--- src/rtl/cpu_pkg.sv ---
// rtl/cpu_pkg.sv - opcodes, trap codes and FSM state for the wasm stack-machine core
package cpu_pkg;

  localparam logic [7:0] OP_UNREACHABLE = 8'h00;
  localparam logic [7:0] OP_NOP         = 8'h01;
  localparam logic [7:0] OP_END         = 8'h0B;
  localparam logic [7:0] OP_DROP        = 8'h1A;
  localparam logic [7:0] OP_I32_CONST   = 8'h41;
  localparam logic [7:0] OP_I64_CONST   = 8'h42;
  localparam logic [7:0] OP_F32_CONST   = 8'h43;
  localparam logic [7:0] OP_F64_CONST   = 8'h44;

  localparam logic [3:0] TRAP_RUNNING     = 4'd0;
  localparam logic [3:0] TRAP_END         = 4'd1;
  localparam logic [3:0] TRAP_UNREACHABLE = 4'd2;
  localparam logic [3:0] TRAP_ILLEGAL     = 4'd3;
  localparam logic [3:0] TRAP_MEM         = 4'd4;
  localparam logic [3:0] TRAP_OVERFLOW    = 4'd5;
  localparam logic [3:0] TRAP_UNDERFLOW   = 4'd6;

  typedef enum logic [1:0] {
    S_FETCH  = 2'd0,
    S_DECODE = 2'd1,
    S_IMM    = 2'd2,
    S_HALT   = 2'd3
  } state_t;

endpackage

--- src/rtl/cpu_leb128_decode.sv ---
// rtl/cpu_leb128_decode.sv - combinational signed LEB128 decoder over a 10-byte window
module leb128_decode (
  input  logic [79:0] window,
  input  logic        is_64,
  output logic [63:0] value,
  output logic [3:0]  len,
  output logic        valid
);

  // i32 encodings stop after 5 bytes, i64 after 10; the first clear continuation bit ends it
  always_comb begin
    value = '0;
    len   = '0;
    valid = 1'b0;
    for (int i = 0; i < 10; i++) begin
      if (!valid && (i < 5 || is_64)) begin
        value = value | ({57'd0, window[8*i +: 7]} << (7 * i));
        if (!window[8*i + 7]) begin
          valid = 1'b1;
          len   = 4'(i + 1);
          if (window[8*i + 6] && i < 9) begin
            value = value | (~64'd0 << (7 * (i + 1)));
          end
        end
      end
    end
  end

endmodule

--- src/rtl/cpu.sv ---
// rtl/cpu.sv - wasm stack-machine core over a registered byte ROM
// define CPU_FLOAT_EN to decode f32.const/f64.const; otherwise they trap as illegal
module cpu
  import cpu_pkg::*;
#(
  parameter int MEM_DEPTH   = 4,
  parameter int STACK_DEPTH = 4
) (
  input  logic                 clk,
  input  logic                 reset,
  output logic [63:0]          result,
  output logic                 result_empty,
  output logic [3:0]           trap,
  output logic [MEM_DEPTH:0]   mem_addr,
  output logic [3:0]           mem_extra,
  input  logic [127:0]         mem_data,
  input  logic                 mem_error
);

  localparam int AW      = MEM_DEPTH + 1;
  localparam int ENTRIES = 2 ** STACK_DEPTH;
  localparam logic [AW-1:0]        PC_ONE = AW'(1);
  localparam logic [STACK_DEPTH:0] SP_ONE = (STACK_DEPTH + 1)'(1);

`ifdef CPU_FLOAT_EN
  localparam bit FLOAT_EN = 1'b1;
`else
  localparam bit FLOAT_EN = 1'b0;
`endif

  state_t                 state;
  logic [AW-1:0]          pc;
  logic [7:0]             imm_op;
  logic [STACK_DEPTH:0]   sp;
  logic [63:0]            stack [ENTRIES];

  logic [7:0]             opcode;
  logic                   is_const;
  logic [3:0]             const_extra;
  logic [63:0]            leb_value;
  logic [3:0]             leb_len;
  logic                   leb_valid;
  logic [63:0]            imm_value;
  logic [3:0]             imm_len;
  logic                   imm_ok;
  logic                   full;
  logic                   push_en;
  logic [STACK_DEPTH-1:0] top_idx;
  logic                   unused_bits;

  assign opcode      = mem_data[7:0];
  assign unused_bits = ^mem_data[127:80];

  always_comb begin
    is_const    = 1'b0;
    const_extra = 4'd0;
    case (opcode)
      OP_I32_CONST: begin is_const = 1'b1; const_extra = 4'd4; end
      OP_I64_CONST: begin is_const = 1'b1; const_extra = 4'd9; end
      OP_F32_CONST: if (FLOAT_EN) begin is_const = 1'b1; const_extra = 4'd3; end
      OP_F64_CONST: if (FLOAT_EN) begin is_const = 1'b1; const_extra = 4'd7; end
      default: ;
    endcase
  end

  // The ROM is registered, so the address must be presented in the cycle before the data is used
  always_comb begin
    mem_addr  = pc;
    mem_extra = 4'd0;
    if (state == S_DECODE && is_const) begin
      mem_addr  = pc + PC_ONE;
      mem_extra = const_extra;
    end
  end

  leb128_decode u_leb (
    .window (mem_data[79:0]),
    .is_64  (imm_op == OP_I64_CONST),
    .value  (leb_value),
    .len    (leb_len),
    .valid  (leb_valid)
  );

  always_comb begin
    imm_value = leb_value;
    imm_len   = leb_len;
    imm_ok    = leb_valid;
    case (imm_op)
      OP_I32_CONST: imm_value = {32'd0, leb_value[31:0]};
      OP_F32_CONST: begin imm_value = {32'd0, mem_data[31:0]}; imm_len = 4'd4; imm_ok = 1'b1; end
      OP_F64_CONST: begin imm_value = mem_data[63:0];          imm_len = 4'd8; imm_ok = 1'b1; end
      default: ;
    endcase
  end

  assign full         = sp[STACK_DEPTH];
  assign result_empty = (sp == '0);
  assign top_idx      = STACK_DEPTH'(sp - SP_ONE);
  assign result       = result_empty ? 64'd0 : stack[top_idx];
  assign push_en      = (state == S_IMM) && !mem_error && imm_ok && !full;

  always_ff @(posedge clk) begin
    if (push_en) begin
      stack[sp[STACK_DEPTH-1:0]] <= imm_value;
    end
  end

  always_ff @(posedge clk or negedge reset) begin
    if (!reset) begin
      state  <= S_FETCH;
      pc     <= '0;
      sp     <= '0;
      trap   <= TRAP_RUNNING;
      imm_op <= 8'h00;
    end else begin
      case (state)
        S_FETCH: state <= S_DECODE;
        S_DECODE: begin
          if (mem_error) begin
            trap  <= TRAP_MEM;
            state <= S_HALT;
          end else if (is_const) begin
            imm_op <= opcode;
            state  <= S_IMM;
          end else begin
            case (opcode)
              OP_NOP: begin
                pc    <= pc + PC_ONE;
                state <= S_FETCH;
              end
              OP_DROP: begin
                if (sp == '0) begin
                  trap  <= TRAP_UNDERFLOW;
                  state <= S_HALT;
                end else begin
                  sp    <= sp - SP_ONE;
                  pc    <= pc + PC_ONE;
                  state <= S_FETCH;
                end
              end
              OP_END: begin
                trap  <= TRAP_END;
                state <= S_HALT;
              end
              OP_UNREACHABLE: begin
                trap  <= TRAP_UNREACHABLE;
                state <= S_HALT;
              end
              default: begin
                trap  <= TRAP_ILLEGAL;
                state <= S_HALT;
              end
            endcase
          end
        end
        S_IMM: begin
          if (mem_error) begin
            trap  <= TRAP_MEM;
            state <= S_HALT;
          end else if (!imm_ok) begin
            trap  <= TRAP_ILLEGAL;
            state <= S_HALT;
          end else if (full) begin
            trap  <= TRAP_OVERFLOW;
            state <= S_HALT;
          end else begin
            sp    <= sp + SP_ONE;
            pc    <= pc + AW'(imm_len) + PC_ONE;
            state <= S_FETCH;
          end
        end
        default: state <= S_HALT;
      endcase
    end
  end

endmodule

--- config.mk ---
export PLATFORM = sky130hd
export DESIGN_NAME = cpu
export DESIGN_NICKNAME = d
export VERILOG_FILES = /design/src/rtl/cpu_pkg.sv /design/src/rtl/cpu_leb128_decode.sv /design/src/rtl/cpu.sv
export SDC_FILE = /design/constraint.sdc
export NUM_CORES = 1
export LEC_CHECK = 0
export ABC_AREA = 0
export CELL_PAD_IN_SITES_DETAIL_PLACEMENT = 1
export CELL_PAD_IN_SITES_GLOBAL_PLACEMENT = 1
export CORE_UTILIZATION = 42
export CTS_BUF_LIST = sky130_fd_sc_hd__clkbuf_8
export CTS_CLUSTER_SIZE = 25
export DETAILED_ROUTE_END_ITERATION = 8
export PLACE_DENSITY_LB_ADDON = 0.1
export RECOVER_POWER = 100
export SYNTH_ARGS = -nofsm -noshare
export SYNTH_HDL_FRONTEND = slang
export SYNTH_HIERARCHICAL = 1
export SYNTH_SLANG_ARGS = --single-unit
--- constraint.sdc ---
create_clock -name clk -period 15.8 [get_ports clk]
set_input_delay 3.16 -clock clk [delete_from_list [all_inputs] [get_ports clk]]
set_output_delay 3.16 -clock clk [all_outputs]
set_load 0.02 [all_outputs]
==> run summary, run 1 <==
Outcome: finished, violations left
Failing checks: max-capacitance violations, max-slew violations
DRT Pass-1 Iters: 5
Max FO, Critical Path: 37
GRT Total Usage: 0.218
R2R Path End: stack[13][11]$_DFFE_PP_
FF-to-FF Start: imm_op[5]$_DFFE_PN0P_
Largest net degree at the start of global routing: 163
Ys async rst share: 0.0220
Worst R2R Setup Slack: 6760 ps
TritonCTS clock tree: done
Crit. End Element: flip-flop
Worst Path Required: 16,130 ps
Slew headroom: -2.02
CTS clk-pin slew, worst paths: 60 ps
Top cell by count, worst path: clkbuf_1
Reg2Reg Depth: 13
Area Growth Syn to Fin: 14.1%
Synth top area cells: edfxtp_1 72%, mux4_2 14%, a211oi_1 2.3%, mux2i_1 1.5%, dfrtp_1 1.4%
Core ar.: 0.100 sq mm
CTS Hold Buffers Added: 0
Clock sinks: 1,047
Post-synth top flop: edfxtp_1
Peak-usage layer in the global routing report: met2
GR Util met2: 0.361
Fillcell total: 9,167
Endpoints failing hold: 0
RSZ-0062 raised after global routing: false
# Max-Cap Violations: 35
Largest family of logic cells by synthesized area: multiplexers
Hold Crit Depth: 1
Slowest cell on crit path: clkbuf_1
GR Layer Usage met3: 0.0413
Crit share post-route: 0.734
Distinct cells, synth: 66
Yosys warning total: 6
Min Tclk post-route: 11,600 ps
HP Start: imm_op[4]$_DFFE_PN0P_
Maximum vdd drop: 0.309 mV
Hold EP: imm_op[4]$_DFFE_PN0P_
Layout cell share with drive strength beyond 1: 0.207
CP cell instances: dlygate4sd3_1, clkbuf_1, nand3_1, nor2_1, nand3_1, inv_1, a21oi_1, and3b_1, nand2_1, nor2_1, clkbuf_1, clkbuf_1
WP buf/inv: 5
Congestion Overflow GR: 0
Global-route wire length before repair: 160 mm
Synth Area in XOR/XNOR: 0.00247
Avg WL per Cell: 28.9 microns
Vias: 21,900
Post-CTS Resized: 0
Seq/Total Area, Yosys: 0.737
Max-slew violation count: 1,064
Vias in the first global route: 23,900
Max incr delay on CP: 2720 ps
Top Family by Delay on Critical Path: buffers and inverters
Compound-Gate Fraction of Synth Area: 0.0458
Die ar.: 0.103 sq mm
Power Dens Cells: 194 mW/mm^2
Final ANT Viol Nets: 0
Startpoint types: input pin
CP Class: in -> reg
Cell taking the most area after synthesis: edfxtp_1
Placement Setup Slack: 6830 ps
Avg Inst Size Synth: 20.1 sq um
Ports: 209
CTS Buffer Depth: 3
Worst-Margin Slew: 4530 ps
Root Buffer: clkbuf_8
Final setup margin: 4200 ps
Met1 Resource Use GR: 0.297
Post-synthesis register bit count: 1,047
Area of placed instances: 0.0457 sq mm
Worst path arrival time: 11,930 ps
Syn Std Cell Area: 0.0425 sq mm
# nets final: 2,507
Worst Clk Skew: 33.9 ps
Mux cell area share after synthesis: 0.161
1st-iter DRT viols: 1,612
Final wirelength: 110 mm
TritonCTS Buffers: 174
Finished Cell Area: 0.0485 sq mm
Yosys top cell area share: 0.723
Post-synth EDFFs: 1,024
Final setup fails: 0
Die X: 320 microns
IO buf count: 152
P_leak: 15.5 nW
Setup tns final: 0 ps
Synth Instances: 2,118
Initial Utilization: 0.425
Remaining routing DRC violations: 0
Adder-Cell Fraction of Synth Area: 0.00459
Dpl hpwl: 57.0 mm
Via density: 5.75
# rows: 116
Worst-Skew Late Latency: 840 ps
Max Clk Rate: 0.0862 GHz
Post-CTS setup buffers: 0
RD Place Congestion: 0.744
Post-Synth Simple-Gate Area: 0.0320
H-tree depth: 4
Fin util: 0.485
Initial antenna violation count: 6
Die H: 320 microns
Worst hold path class: reg -> reg
==> Yosys cell counts, types with 6 or more instances <==
cell type / instances
ha_1: 14
buf_2: 45
nand3b_1: 6
a21o_1: 8
nor2b_1: 71
mux2i_1: 65
a22o_1: 32
nor3_1: 9
nand2b_1: 12
nor2_1: 30
mux4_2: 256
dfrtp_1: 23
a211oi_1: 128
a21oi_1: 39
o21ai_0: 35
buf_4: 13
xnor2_1: 7
inv_1: 24
mux2_2: 38
buf_1: 9
nand3_1: 17
clkbuf_1: 73
nand2_1: 71
edfxtp_1: 1024
==> registers in the layout (all words and copies together), names as in the netlist <==
register and flops:
imm_op 8, state 2, sp 5, trap 3, stack 1024, pc 5
==> layer usage <==
layer | routed length (microns) | vias up
met5 | 24 | -
met4 | 1640 | 4
met3 | 5490 | 136
met2 | 54600 | 521
met1 | 48200 | 11900
li1 | - | 9303
==> worst reg2reg max path, delay by kind of cell, from the launching register on <==
kind | cells | cell delay (ps)
buffers and inverters | 3 | 4570
and+or+nand+nor | 8 | 2750
AOI/OAI and AO/OA | 2 | 750
DFF | 1 | 380
==> per-stage QoR <==
step / instances / hold slack, ps / power, W
global placement: 3483 / 473 / 0.00746
floorplan: 2119 / 455 / 0.00598
detailed placement: 3483 / 475 / 0.00749
CTS: 3802 / 495 / 0.00971
global route: 3804 / 511 / 0.00989
finish: 3806 / 499 / 0.00943
==> worst max path at each step <==
stage | startpoint | to | depth (start not counted)
3_5_place_dp | mem_data[6] | mem_addr[2] | 8
2_1_floorplan | mem_data[7] | stack[0][0]$_DFFE_PP_ | 9
6_report | mem_data[7] | stack[13][11]$_DFFE_PP_ | 12
3_3_place_gp | mem_data[6] | mem_addr[2] | 8
5_1_grt | mem_data[7] | stack[13][11]$_DFFE_PP_ | 12
4_1_cts | sp[0]$_DFFE_PN0P_ | result[6] | 8
==> final cells by class <==
type / count / area, sq um / share of cell area
Antenna cell: 4 / 10.0 / 0.000206
Timing Repair Buffer: 209 / 1840 / 0.0379
Sequential cell: 1047 / 31300 / 0.646
Multi-Input combinational cell: 905 / 10500 / 0.216
Inverter: 24 / 90.1 / 0.00186
Clock buffer: 175 / 2410 / 0.0496
Clock inverter: 144 / 749 / 0.0154
Tap cell: 1298 / 1620 / 0.0335
==> cells by family after synthesis <==
kind of cell               after synthesis
adders and majority gates               15
and+or+nand+nor                        248
muxes                                  359
xor gates and xnor gates                12
other                                    1
buffers and inverters                  167
AOI/OAI and AO/OA                      269
DFF                                   1047
==> where the power goes <==
part	internal (W)	total, W	switching, W
combinational	0.00173	0.00398	0.00225
clock	0.00109	0.00219	0.00110
sequential	0.00318	0.00326	0.0000724
total	0.00601	0.00943	0.00342
==> cells in the final DEF (no fill, tap or decap), types with 7 or more instances in the layout <==
cell / count
inv_1: 72
a21o_1: 8
a21oi_1: 39
dlygate4sd3_1: 80
ha_1: 13
a211oi_1: 129
dfrtp_1: 23
mux2_1: 32
clkbuf_1: 39
o21ai_0: 36
nand2_1: 71
nor2b_1: 71
clkinv_2: 23
nor2_1: 28
nand2b_1: 12
clkdlybuf4s50_1: 72
clkbuf_8: 175
mux2i_1: 65
nor3_1: 9
buf_4: 15
inv_8: 7
nand3_1: 19
mux4_2: 256
edfxtp_1: 1024
clkinv_1: 54
a22o_1: 32
(Power assumes the default switching activity.)
==> run 2, diff against run 1 <==
==> constraint.sdc (replaced) <==
create_clock -name clk -period 9.5 [get_ports clk]
set_input_delay 1.9 -clock clk [delete_from_list [all_inputs] [get_ports clk]]
set_output_delay 1.9 -clock clk [all_outputs]
set_load 0.02 [all_outputs]
==> run summary, run 2 (same netlist as run 1, synthesis figures left out) <==
Outcome: finished, violations left
Failing checks: max-capacitance violations, max-slew violations
Remaining routing DRC violations: 0 (unchanged)
Power Dens Cells: 323 mW/mm^2 (+66%)
Startpoint types: input pin
Fin util: 0.485 (+0.000749)
Met1 WL: 49.3 mm (+2.4%)
Max FO, Critical Path: 33 (-11%)
Max Clk Rate: 0.124 GHz
Setup tns final: 0 ps (unchanged)
Avg WL per Cell: 29.5 microns (+2.1%)
Worst Clk Skew: 35.8 ps (+1.91 ps)
Commonest non-fill, non-tap cell in the layout: edfxtp_1
CTS Hold Buffers Added: 0 (unchanged)
P_leak: 15.6 nW (+0.62%)
1st-iter DRT viols: 1,722 (+6.8%)
Slew headroom: -1.90 (+0.118)
Layout cell share with drive strength beyond 1: 0.210 (+0.00290)
Worst-Skew Late Latency: 840 ps (about the same)
Worst path arrival time: 8480 ps (-3450 ps)
CP Class: in -> reg
Via density: 5.79 (+0.66%)
# rows: 116 (unchanged)
Max-slew violation count: 750 (-30%)
RSZ-0062 raised after global routing: false
CTS Buffer Depth: 3 (unchanged)
Largest net degree at the start of global routing: 121 (-26%)
Die X: 320 microns (unchanged)
Sequential Power Share: 0.345 (about the same)
Root Buffer: clkbuf_8
Min Tclk post-route: 8040 ps
Worst-Margin Slew: 4350 ps (-177 ps)
Most frequent cells in the layout: 1,024 x edfxtp_1, 256 x mux4_2, 186 x clkbuf_8, 129 x a211oi_1, 85 x clkdlybuf4s50_1
# Max-Cap Violations: 28 (-20%)
GRT Total Usage: 0.221 (+0.00314)
Die H: 320 microns (unchanged)
Final wirelength: 112 mm (+1.9%)
Area Growth Syn to Fin: 14.3%
Initial Utilization: 0.425 (unchanged)
H-tree depth: 4 (unchanged)
IO buf count: 152 (unchanged)
Dpl hpwl: 59.1 mm (+3.7%)
Max reg flops: 1,024 (unchanged)
Initial antenna violation count: 6 (unchanged)
CTS clk-pin slew, worst paths: 60 ps (about the same)
Global-route wire length before repair: 162 mm (+0.74%)
DRT Pass-1 Iters: 5 (unchanged)
Vias in the first global route: 23,800 (-0.19%)
Maximum vdd drop: 0.501 mV (+62%)
Die ar.: 0.103 sq mm (unchanged)
Top cell by count, worst path: nand3_1
Max incr delay on CP: 2520 ps (-200 ps)
Clock sinks: 1,047 (unchanged)
Vias: 22,000 (+0.42%)
TritonCTS Buffers: 177 (+1.7%)
Net switching power: 0.00566 W (+65%)
Core ar.: 0.100 sq mm (unchanged)
Endpoints failing hold: 0 (unchanged)
Int Pwr: 0.0100 W (+67%)
Post-CTS Resized: 0 (unchanged)
Worst Path Required: 9940 ps (-6190 ps)
Slowest cell on crit path: clkbuf_1
CP cell instances: dlygate4sd3_1, nand3_1, nor2_1, nand3_1, inv_1, a21oi_1, and3b_1, nand2_1, nor2_4, clkbuf_1, buf_4
Net Sw Frac: 0.361 (-0.00222)
Congestion Overflow GR: 0 (unchanged)
Final setup fails: 0 (unchanged)
Crit. End Element: flip-flop
Final ANT Viol Nets: 0 (unchanged)
Post-CTS setup buffers: 0 (unchanged)
Worst hold path class: reg -> reg
DR top layer: met5
Crit share post-route: 0.846
# nets final: 2,509 (+0.080%)
Ports: 209 (unchanged)
Clock Power Share: 0.230 (-0.002)
RD Place Congestion: 0.765 (+2.9%)
TritonCTS clock tree: done
Routed wire length on met2: 54.4 mm (-0.52%)
Combinational power share: 0.425 (+0.003)
Routed wl met3: 6.50 mm (+18%)
run 2: cell types whose count changed in the layout (fill, tap and decap cells not counted), moves of 3 or more:
| cell | delta |
|---|---|
| clkbuf_1 | -17 |
| clkinv_2 | -14 |
| clkdlybuf4s50_1 | +13 |
| dlygate4sd3_1 | -13 |
| clkbuf_8 | +11 |
| inv_1 | +8 |
| clkbuf_2 | +7 |
| buf_4 | +6 |
| inv_8 | -6 |
| buf_12 | +3 |
| diode_2 | -3 |
run 2: area by class of cell:
type,count,area (sq um)
timing repair buffer,208,1920
antenna,1,2.50
sequential,1047,31300
fill,9192,51500
multi-input combinational,905,10500
clock inverter,128,572
inverter,24,90.1
tap,1298,1620
clock buffer,186,2560
run 2: per-layer routing:
layer  global-route usage  vias to the layer above
met5                    0                        -
met2                0.357                      633
met4               0.0593                        6
met3               0.0465                      145
met1                0.305                    11900
li1                     -                     9288
run 2: worst max-delay path, delay by kind of cell:
kind,cells,cell delay [ps]
buffers and inverters,4,4240
AND/OR/NAND/NOR,6,1650
AO/OA/AOI/OAI,1,640
run 2: path summary, 6_finish.rpt:
path                                       start                       to  slack, ps  cells after the start
max                                  mem_data[7]  stack[12][11]$_DFFE_PP_       1460                     11
min                            pc[4]$_DFFE_PN0P_        pc[4]$_DFFE_PN0P_        500                      1
max reg2reg                imm_op[5]$_DFFE_PN0P_  stack[12][11]$_DFFE_PP_       2250                     13
min reg2reg                    pc[4]$_DFFE_PN0P_        pc[4]$_DFFE_PN0P_        500                      1
max in group asynchronous                  reset        sp[0]$_DFFE_PN0P_       6470                      2
min in group asynchronous                  reset        pc[0]$_DFFE_PN0P_       1940                      2
run 2: per-stage QoR:
| stage | worst slack (ps) | power (W) | instance area [sq um] | hold slack [ps] | cells |
|---|---|---|---|---|---|
| 2_1_floorplan | 1670 | 0.00994 | 42500 | 455 | 2119 |
| 3_3_place_gp | 2590 | 0.0124 | 45700 | 473 | 3482 |
| 3_5_place_dp | 2440 | 0.0125 | 45700 | 489 | 3482 |
| 4_1_cts | 2190 | 0.0161 | 48900 | 505 | 3796 |
| 5_1_grt | 1060 | 0.0165 | 48600 | 512 | 3797 |
| 6_report | 1460 | 0.0157 | 48600 | 498 | 3797 |
run 2: power groups by stage:
| stage | clock (W) | combinational (W) | sequential (W) |
|---|---|---|---|
| finish | 0.00361 | 0.00667 | 0.00541 |
| detailed placement | 0 | 0.00696 | 0.00550 |
| global route | 0.00391 | 0.00714 | 0.00543 |
| floorplan | 0 | 0.00451 | 0.00544 |
| global placement | 0 | 0.00692 | 0.00549 |
| CTS | 0.00372 | 0.00699 | 0.00541 |
